--- src/rtl/denise_sprite_shifter.sv ---
// Denise sprite channel: bus-written position/control/data latches feeding a
// pair of 16-bit shifters that serialise one sprite line starting at hstart.
module denise_sprite_shifter #(
    parameter int unsigned SPRITE_ID = 0
) (
    input  logic        clk,
    input  logic        reset_n,
    input  logic        clk7_en,
    input  logic [8:1]  reg_address_in,
    input  logic [15:0] data_in,
    input  logic [8:0]  hpos,
    output logic [1:0]  sprdata,
    output logic        nsprite,
    output logic        attach
);

    localparam logic [8:0] PosAddr  = 9'h140 + 9'(8 * SPRITE_ID);
    localparam logic [8:0] CtlAddr  = PosAddr + 9'd2;
    localparam logic [8:0] DataAddr = PosAddr + 9'd4;
    localparam logic [8:0] DatbAddr = PosAddr + 9'd6;

    logic [8:0]  hstart_q, hstart_d;
    logic [15:0] datla_q, datla_d;
    logic [15:0] datlb_q, datlb_d;
    logic [15:0] shifta_q, shifta_d;
    logic [15:0] shiftb_q, shiftb_d;
    logic        armed_q, armed_d;
    logic        attach_q, attach_d;

    logic pos_wr, ctl_wr, data_wr, datb_wr;
    logic match;

    assign pos_wr  = (reg_address_in == PosAddr[8:1]);
    assign ctl_wr  = (reg_address_in == CtlAddr[8:1]);
    assign data_wr = (reg_address_in == DataAddr[8:1]);
    assign datb_wr = (reg_address_in == DatbAddr[8:1]);

    // Match uses the pre-write register values, so a same-cycle write only
    // affects the next match.
    assign match = armed_q && (hpos == hstart_q);

    always_comb begin
        hstart_d = hstart_q;
        datla_d  = datla_q;
        datlb_d  = datlb_q;
        shifta_d = shifta_q;
        shiftb_d = shiftb_q;
        armed_d  = armed_q;
        attach_d = attach_q;

        if (clk7_en) begin
            if (pos_wr) begin
                hstart_d[8:1] = data_in[7:0];
            end
            if (ctl_wr) begin
                hstart_d[0] = data_in[0];
                attach_d    = data_in[7];
                armed_d     = 1'b0;
            end
            if (data_wr) begin
                datla_d = data_in;
                armed_d = 1'b1;
            end
            if (datb_wr) begin
                datlb_d = data_in;
            end

            if (match) begin
                shifta_d = datla_q;
                shiftb_d = datlb_q;
            end else begin
                shifta_d = {shifta_q[14:0], 1'b0};
                shiftb_d = {shiftb_q[14:0], 1'b0};
            end
        end
    end

    always_ff @(posedge clk or negedge reset_n) begin
        if (!reset_n) begin
            hstart_q <= '0;
            datla_q  <= '0;
            datlb_q  <= '0;
            shifta_q <= '0;
            shiftb_q <= '0;
            armed_q  <= 1'b0;
            attach_q <= 1'b0;
        end else begin
            hstart_q <= hstart_d;
            datla_q  <= datla_d;
            datlb_q  <= datlb_d;
            shifta_q <= shifta_d;
            shiftb_q <= shiftb_d;
            armed_q  <= armed_d;
            attach_q <= attach_d;
        end
    end

    assign sprdata = {shiftb_q[15], shifta_q[15]};
    assign nsprite = shiftb_q[15] | shifta_q[15];
    assign attach  = attach_q;

endmodule

--- config.mk ---
export PLATFORM = sky130hd
export DESIGN_NAME = denise_sprite_shifter
export DESIGN_NICKNAME = d
export VERILOG_FILES = /design/src/rtl/denise_sprite_shifter.sv
export SDC_FILE = /design/constraint.sdc
export NUM_CORES = 1
export LEC_CHECK = 0
export ABC_AREA = 0
export ABC_CLOCK_PERIOD_IN_PS = 3300
export CORE_ASPECT_RATIO = 0.75
export CORE_MARGIN = 2
export CORE_UTILIZATION = 35
export CTS_BUF_LIST = sky130_fd_sc_hd__clkbuf_4
export CTS_CLUSTER_DIAMETER = 100
export CTS_CLUSTER_SIZE = 30
export DETAILED_ROUTE_END_ITERATION = 6
export SLEW_MARGIN = 10
export SYNTH_ARGS = -nofsm -noshare
export SYNTH_HDL_FRONTEND = slang
export SYNTH_SLANG_ARGS = --single-unit
--- constraint.sdc ---
create_clock -name clk -period 3.3 [get_ports clk]
set_input_delay 0.66 -clock clk [delete_from_list [all_inputs] [get_ports clk]]
set_output_delay 0.66 -clock clk [all_outputs]
set_load 0.01 [all_outputs]
==> impl_results.md <==
* Outcome: finished, final reports clean
* Cell Area, Placed at just under 0.004 mm²
* Port Buffers at 39
* H-tree Lvls at 3
* Register Area at 0.001877 mm²
* Unrepaired setup endpoints after global routing: no
* Hold/Removal Path Class: in -> async
* Vias in the first global route at 2461
* Worst reg2reg path depth at 5
* Worst R2R Setup Slack at 1520 ps
* Pwr dens at 455.2 mW/mm²
* Max cap viols at 0
* Number of buffers added for setup after CTS at 0
* Clk slew on worst S/H paths at 120 ps
* Vias per inst at 5.388
* Critical Path AT at 1590 ps
* Residual DRC count at 0
* Nature of the critical path startpoint: flop
* Initial Utilization at 0.3572
* Crit Path Max Fanout at 3
* Antenna violations before repair at 0
* Worst r2r src: hstart_q[4]$_DFFE_PN0P_
* Nets at ~370
* Post-Syn Area at roughly 0.0034 mm²
* Ant diodes at 0
* Pwr Total at 1.850 mW
* Crit. End Element: primary output
* Worst-Margin Slew at 951.8 ps
* Max Transition Viols Final at 0
* I/O pins at 40
* Avg Inst Size Synth at 11.45 µm²
* Post-Route WL at 8.038 mm
* Post-Place Setup Slack at 623.1 ps
* Sequential-to-total area share from yosys stat at 0.5462
* Cells after Synth at 300
* Pin count of the biggest net entering global routing at 76
* CP Data Required Time at 2640 ps
* CTS tree: yes
* Area delta synth->final at 18.28%
* Synth Register Bits at 75
* Setup TNS at 0 ps
* Overall Global Routing Usage at 0.1562
* Fill count at slightly below 1000
* Vias at 2511
* Fraction of layout cells with a size suffix above 1 at 0.2246
* Setup CP Type: reg -> out
* RD Place Congestion at 0.7171
* Worst setup margin at 1050 ps
* CTS sink cnt at 75
* Netlist cell types at 25
* P_leak at between 1.5 and 2 nW
* Die area at approximately 0.011 mm²
* Min Tclk post-route at 2250 ps
* Clk_skew at 11.29 ps
* Area occupied by multi-input gates at 0.001413 mm²
* DP HPWL at ~4.8 mm
* Max VDD drop at 0.0002293 V
* Num CTS Buffers at 9
* Worst hold margin at 360.0 ps
* Pre-antenna DRT Iters at 4
* Die Y at between 80 and 90 µm
* Ys Warns at 0
* Max frequency at 444.4 MHz
* Final setup viols at 0
* PostCTS Resize Cnt at 0
* Syn_nets at about 340
* Source of the critical timing path: shifta_q[15]$_DFFE_PN0P_
* ANT nets after route at 0
* DR WL/cell at 17.25 µm
* Tcrit/Tclk final at 0.6818
* Max_slew headroom at 0.3655
* Hold-fix buffers, CTS at 0
* Clk_lat worst skew at just over 400 ps
* Die width at about 120 µm
* Row count at 31
* Root Buffer: clkbuf_4
* CTS Buffer Depth at 2
* Design Area, Final at 0.004064 mm²
* Core area at 0.009619 mm²
* Hold Fails Final Rpt at 0
* First-pass GRT wire length at roughly 13 mm
* GR Overflow Total at 0
* Iteration-0 DRC Markers at about 160
-- critical path, stage by stage, from the launching register on --
cell	delay, ps
dfrtp_1	410
or2_2	290
clkdlybuf4s50_1	480
-- metal layers --
metal	share of wire	up-vias	routed length [µm]	track usage
met5	0	-	0	0
met4	0.0077	0	62	0.03373
met3	0.050	6	405	0.04188
met2	0.44	68	3550	0.2303
met1	0.50	1243	4019	0.2305
li1	-	1194	-	-
-- area by class of cell --
class                      count  share of cell area
clock inverter                 7             0.01693
timing repair buffer          50              0.1145
inverter                       2            0.001847
tap                          132             0.04064
sequential                    75              0.4618
multi-input combinational    191              0.3476
clock buffer                   9             0.01663
-- stage by stage --
| step | cells | utilization |
|---|---|---|
| floorplan | 300 | - |
| global placement | 450 | 0.4083 |
| detailed placement | 450 | 0.4083 |
| CTS | 466 | 0.4225 |
| global route | 466 | 0.4225 |
| finish | 466 | 0.4225 |
-- path summary, 6_finish.rpt --
kind | end
min reg2reg | datlb_q[12]$_DFFE_PN0P_
max in group asynchronous | datla_q[7]$_DFFE_PN0P_
max | nsprite
min | datla_q[10]$_DFFE_PN0P_
min in group clk | datlb_q[12]$_DFFE_PN0P_
max reg2reg | shiftb_q[6]$_DFFE_PN0P_
-- placed cells by master, fill, tap and decap left out --
cell type | Yosys | layout
o31ai_1 | 30 | 30
nand4b_1 | 1 | 1
mux2_2 | 42 | 42
nor3_2 | 1 | 1
nand3_1 | 2 | 2
clkinv_2 | 0 | 2
or4_4 | 1 | 1
clkinvlp_4 | 0 | 1
nor4_1 | 1 | 1
buf_4 | 2 | 12
inv_1 | 2 | 2
o22ai_1 | 2 | 2
or2_2 | 1 | 1
and2_1 | 1 | 1
clkinv_4 | 0 | 2
clkinv_1 | 0 | 1
a21o_2 | 1 | 1
nor2_1 | 30 | 30
buf_2 | 0 | 1
nand2_1 | 3 | 3
nand4_1 | 32 | 32
nor3b_4 | 1 | 1
clkdlybuf4s50_1 | 0 | 37
xnor2_1 | 9 | 9
bufinv_16 | 0 | 1
nand3b_1 | 1 | 1
clkbuf_4 | 0 | 9
a31oi_1 | 30 | 30
and4_1 | 2 | 2
dfrtp_1 | 75 | 75
-- power by group --
group	leakage (nW)	internal, mW	switching, mW
clock	0.0733	0.228	0.323
combinational	0.625	0.123	0.133
sequential	0.933	0.998	0.0445
-- kinds of logic (layout without fill, tap and decap cells) --
kind of cell | count (synthesis) | count (layout) | synth area share
AO/OA/AOI/OAI | 63 | 63 | 0.1264
XOR/XNOR | 9 | 9 | 0.02294
buffers and inverters | 34 | 68 | 0.04261
flip-flops | 75 | 75 | 0.5462
multiplexers | 42 | 42 | 0.1377
AND/OR/NAND/NOR | 77 | 77 | 0.1242
-- cell usage after synthesis --
master    number  area share
dfrtp_1       75        0.55
mux2_2        42        0.14
nand4_1       32       0.058
a31oi_1       30       0.055
nor2_1        30       0.033
o31ai_1       30       0.066
clkbuf_1      27       0.029
xnor2_1        9       0.023
nand2_1        3      0.0033
and4_1         2      0.0051
buf_1          2      0.0022
buf_4          2      0.0044
inv_1          2      0.0022
nand3_1        2      0.0029
o22ai_1        2      0.0036
a21o_2         1      0.0025
and2_1         1      0.0018
buf_8          1      0.0044
nand3b_1       1      0.0022
nand4b_1       1      0.0025
nor3_2         1      0.0029
nor3b_4        1      0.0055
nor4_1         1      0.0018
or2_2          1      0.0018
or4_4          1      0.0033
-- state kept, by name (all words and copies together) (netlist names) --
register  flops
datla_q      16
datlb_q      16
shifta_q     16
shiftb_q     16
hstart_q      9
armed_q       1
attach        1
Note: power is estimated with default switching activity, not from simulation.
